--- src/rtl/axis_seq_gen_pkt.sv ---
// axis_seq_gen_pkt: AXI-Stream geometric/arithmetic sequence source framed into PKT_LEN-beat packets.
// Define GEN_OVF_RESTART_EN to reload SEED on overflow instead of wrapping.
module axis_seq_gen_pkt #(
    parameter int DATA_SIZE = 32,
    parameter int SEED      = 1,
    parameter int BASE      = 3,
    parameter int STEP      = 1,
    parameter int PKT_LEN   = 8
) (
    input  logic                     m00_axis_aclk,
    input  logic                     m00_axis_areset,
    input  logic                     m00_axis_enable,
    input  logic                     gen_mode,
    input  logic                     gen_restart,
    output logic [DATA_SIZE-1:0]     m00_axis_tdata,
    output logic [DATA_SIZE/8-1:0]   m00_axis_tstrb,
    output logic                     m00_axis_tvalid,
    input  logic                     m00_axis_tready,
    output logic                     m00_axis_tlast,
    output logic                     gen_ovf,
    output logic [15:0]              gen_pkt_cnt
);
    localparam int W2 = 2 * DATA_SIZE;
    localparam int BW = $clog2(PKT_LEN + 1);
    localparam logic [BW-1:0] LAST = BW'(PKT_LEN - 1);

    typedef enum logic {IDLE, ACTIVE} state_t;

    state_t               r_state, w_state_nxt;
    logic [DATA_SIZE-1:0] r_data, w_adv;
    logic [BW-1:0]        r_beat;
    logic [15:0]          r_cnt;
    logic                 r_mode, r_ovf, r_pend;
    logic [W2-1:0]        w_res;
    logic                 w_ovf, w_xfer, w_end, w_start, w_pend, w_reseed;

    always_ff @(posedge m00_axis_aclk) begin
        if (m00_axis_areset) r_state <= IDLE;
        else                 r_state <= w_state_nxt;
    end

    // Next value is formed at double width so overflow is visible.
    always_comb begin
        w_res       = r_mode ? W2'(r_data) + W2'(STEP) : W2'(r_data) * W2'(BASE);
        w_ovf       = |w_res[W2-1:DATA_SIZE];
`ifdef GEN_OVF_RESTART_EN
        w_adv       = w_ovf ? DATA_SIZE'(SEED) : w_res[DATA_SIZE-1:0];
`else
        w_adv       = w_res[DATA_SIZE-1:0];
`endif
        w_xfer      = (r_state == ACTIVE) && m00_axis_tready;
        w_end       = w_xfer && (r_beat == LAST);
        w_start     = m00_axis_enable && ((r_state == IDLE) || w_end);
        w_pend      = r_pend || gen_restart;
        w_reseed    = w_start && w_pend;
        w_state_nxt = w_start ? ACTIVE : (w_end ? IDLE : r_state);
        m00_axis_tvalid = (r_state == ACTIVE);
        m00_axis_tlast  = (r_state == ACTIVE) && (r_beat == LAST);
        m00_axis_tstrb  = {(DATA_SIZE/8){r_state == ACTIVE}};
        m00_axis_tdata  = r_data;
        gen_ovf         = r_ovf;
        gen_pkt_cnt     = r_cnt;
    end

    // A pending restart wins over any overflow computed on the same edge.
    always_ff @(posedge m00_axis_aclk) begin
        if (m00_axis_areset) begin
            r_data <= DATA_SIZE'(SEED);
            r_beat <= '0;
            r_cnt  <= '0;
            r_mode <= 1'b0;
            r_ovf  <= 1'b0;
            r_pend <= 1'b0;
        end else begin
            r_pend <= w_pend && !w_start;
            if (w_start) r_mode <= gen_mode;
            if (w_xfer) r_beat <= w_end ? '0 : r_beat + 1'b1;
            if (w_end) r_cnt <= r_cnt + 16'd1;
            if (w_reseed) r_data <= DATA_SIZE'(SEED);
            else if (w_xfer) r_data <= w_adv;
            if (w_reseed) r_ovf <= 1'b0;
            else if (w_xfer && w_ovf) r_ovf <= 1'b1;
        end
    end
endmodule

--- config.mk ---
export PLATFORM = sky130hd
export DESIGN_NAME = axis_seq_gen_pkt
export DESIGN_NICKNAME = d
export VERILOG_FILES = /design/src/rtl/axis_seq_gen_pkt.sv
export SDC_FILE = /design/constraint.sdc
export NUM_CORES = 1
export LEC_CHECK = 0
export ABC_AREA = 1
export BUFFER_PORTS_ARGS = -buffer_cell sky130_fd_sc_hd__buf_2
export CORE_MARGIN = 3
export CORE_UTILIZATION = 32
export CTS_BUF_LIST = sky130_fd_sc_hd__clkbuf_4 sky130_fd_sc_hd__clkbuf_8 sky130_fd_sc_hd__clkbuf_16
export CTS_CLUSTER_SIZE = 30
export DETAILED_ROUTE_END_ITERATION = 10
export PLACE_DENSITY = 0.48
export SYNTH_ARGS = -nofsm -noshare
export SYNTH_HDL_FRONTEND = slang
export SYNTH_SLANG_ARGS = --single-unit
--- constraint.sdc ---
create_clock -name m00_axis_aclk -period 5.62 [get_ports m00_axis_aclk]
set_input_delay 1.124 -clock m00_axis_aclk [delete_from_list [all_inputs] [get_ports m00_axis_aclk]]
set_output_delay 1.124 -clock m00_axis_aclk [all_outputs]
set_load 0.01 [all_outputs]
==> metrics <==
status complete, no violations; fillers 1714; initial antenna violation count 0; Final ANT Viol Nets 0; Final Total Pwr 963 uW; largest net degree at the start of global routing 51; sequential cell area between 0.001 and 0.0015 mm^2; Max transition margin between 60% and 70%; # resized after CTS 0; Diodes inserted 0; Final Wtd Congestion 0.840; Worst R2R Start m00_axis_tdata[0]$_SDFFE_PP1P_; I/O Buffers 60; hold path cells 2; CTS root buffer clkbuf_16; Leakage 2.53 nW; reg2reg path depth 10; final wirelength 15600 um; Final min period 2.62 ns; Post-Route Setup TNS 0 ns; Post-Syn Instances 805; Worst-path clk slew 0.08 ns; area of the multi-input gates 0.00337 mm^2; Core Util, Final 36.8%; Setup violations, final 0; crit end category register; CP max stage delay 0.43 ns; Async S/R FF share, synth 0%; CTS tree done; HPWL after DPL 12000 um; fin cells 1065; nets 894; dpl cells 1057; number of flops mapped to enable cells by yosys 0; count of TritonRoute iterations in the first routing pass 5; Avg Inst Size Synth a little over 6 um^2; RSZ-0062 raised after global routing no; Die W 131 um; setup bufs post-CTS 0; part of the Yosys area used for sequential elements 22.4%; critical path cell sequence ha_1, inv_1, fa_1, o21ai_1, a21boi_1, o21ai_1, a21oi_1, nand2_1, nand3_1, a21oi_1; # IOs slightly above 60; area grow syn2layout 12.4%; fin crit share a little under half; CP max-delay cell dfxtp_1; Starting DRT DRC Count 299; total track usage 18.7%; Hold WC Path Type register to register; Crit path depth 10; Vert. Die Dim about 130 um; Unique masters post-synth 42; PD cells 171 mW/mm^2; synthesized flop and latch total between 50 and 60; # DRC 0; Crit Path Max Fanout 5; synth warn 0; global-route wire length before repair 25300 um; GRT overflow 0; clk_skew 0.00460 ns; DIE AREA 0.0171 mm^2; FMAX 0.381 GHz; Row Count 45; worst skew pair latency 0.31 ns; number of clock sinks 56; cts hold-fix bufs 0; max_cap viols 0; Post-Syn Area 0.00499 mm^2; Setup crit start kind register; Via density 4.89; IR drop worst, VDD 114 uV; TritonCTS buffer count 5; via count ~5200; Buf/Inv on CP 1; layout cells sized above 1 12.6%; Worst Path Required slightly below 6 ns; CP Launch Point m00_axis_tdata[0]$_SDFFE_PP1P_; Post-Syn Nets ~850; worst hold start gen_pkt_cnt[15]$_SDFFE_PP0P_; Worst Path Class, Setup register to register; H-tree Lvls 2; core area 0.0153 mm^2; CTS max path bufs 2; vias in the first global route 4768; final-report hold violation count 0; Starting Density 32.7%; fin. max-slew vios 0; Synth Flop Type dfxtp_1; Worst EP arrival about 2.9 ns; critical path's top delay family compound AO/OA/AOI/OAI gates; worst slew pin tran 0.551 ns; wire per inst 14.6 um
==> cell usage after synthesis, types with 3 or more instances <==
cell type / instances / area, um^2
a31oi_1: 19 / 119
nand4_1: 7 / 43.8
nor3_1: 14 / 70.1
buf_4: 4 / 30.0
nor2_2: 5 / 31.3
a21o_1: 3 / 22.5
buf_2: 3 / 15.0
o21ai_0: 71 / 355
xnor2_1: 9 / 78.8
or2_2: 7 / 43.8
inv_1: 99 / 372
nand2_2: 5 / 31.3
nand3_1: 46 / 230
ha_1: 34 / 425
nor2_1: 78 / 293
xor2_1: 11 / 96.3
nor2_4: 6 / 67.6
buf_1: 3 / 11.3
nand2_1: 168 / 631
a21oi_1: 100 / 500
o21ai_1: 7 / 35.0
o21bai_1: 10 / 75.1
nor4_1: 4 / 25.0
nand3b_1: 4 / 30.0
dfxtp_1: 56 / 1120
clkbuf_1: 11 / 41.3
==> path summary, 6_finish.rpt <==
path	to	slack [ns]
hold reg to reg	gen_pkt_cnt[15]$_SDFFE_PP0P_	0.47
setup reg to reg	m00_axis_tdata[23]$_SDFFE_PP0P_	3.00
setup / recovery	m00_axis_tdata[23]$_SDFFE_PP0P_	3.00
hold / removal	gen_pkt_cnt[15]$_SDFFE_PP0P_	0.47
==> tightest hold or removal path: cells and delay by family (launching register included) <==
family                 cells  cell delay [ns]
flip-flops                 1             0.32
buffers and inverters      1             0.06
AO/OA/AOI/OAI              1             0.05
==> final cells by class <==
type | instances | area share (%)
multi-input cells | 624 | 60.0
clock inverters | 3 | 0.401
flip-flops and latches | 56 | 20.0
inverters | 102 | 6.86
well taps | 211 | 4.70
clock buffers | 5 | 2.23
repair buffers | 64 | 5.88
==> stage by stage <==
step | hold WS, ns | worst slack, ns | area, um^2
2_1_floorplan | 0.454 | 3.43 | 4990
3_3_place_gp | 0.464 | 2.93 | 5470
3_5_place_dp | 0.457 | 2.84 | 5470
4_1_cts | 0.476 | 2.98 | 5620
5_1_grt | 0.486 | 2.67 | 5620
6_report | 0.472 | 3.00 | 5620
==> kinds of logic after synthesis <==
kind of cell | synth area share (%)
AND/OR/NAND/NOR | 31.2
flip-flops | 22.4
buffers and inverters | 10.1
XOR/XNOR | 3.51
adder cells (fa/ha/maj) | 8.92
AO/OA/AOI/OAI | 23.8
==> cell usage in the layout (no fill, tap or decap), types with 2 or more instances in the layout <==
master     netlist  final
nor4_1           4      4
nor2_4           6      6
clkbuf_16        0      5
a21o_1           3      3
nand2_1        168    168
nor2_2           5      5
o21ai_0         71     71
dfxtp_1         56     56
nand3_1         46     46
nand2_2          5      5
xnor2_1          9      9
o21ai_1          7      7
o21ai_2          2      2
buf_2            3     60
ha_1            34     34
inv_1           99     99
xor2_1          11     11
a31oi_1         19     19
a21oi_1        100    100
nand4_1          7      7
nand2_4          2      2
inv_2            2      2
or2_2            7      7
o21bai_1        10     10
nor2_1          78     78
nor3_1          14     14
nand3b_1         4      4
buf_4            4      4
nor3_2           2      2
==> power by group <==
group	total [mW]	switching, mW	internal, mW	leakage [nW]
registers	0.433	0.0216	0.411	0.455
logic	0.189	0.122	0.0676	2.00
clock network	0.341	0.173	0.168	0.0742
==> flip-flops by register name (all words and copies together) (netlist names) <==
register         cells
m00_axis_tdata      32
m00_axis_tvalid      1
r_beat               4
gen_ovf              1
gen_pkt_cnt         16
r_pend               1
r_mode               1
==> per-layer routing <==
metal | up-vias | GRT usage (%) | wire, um
li1 | 2778 | - | -
met1 | 2309 | 26.8 | 7850
met2 | 113 | 29.5 | 6910
met3 | 13 | 2.64 | 590
met4 | 0 | 4.96 | 218
met5 | - | 0 | 0
Power figures use the tool's default switching activity.
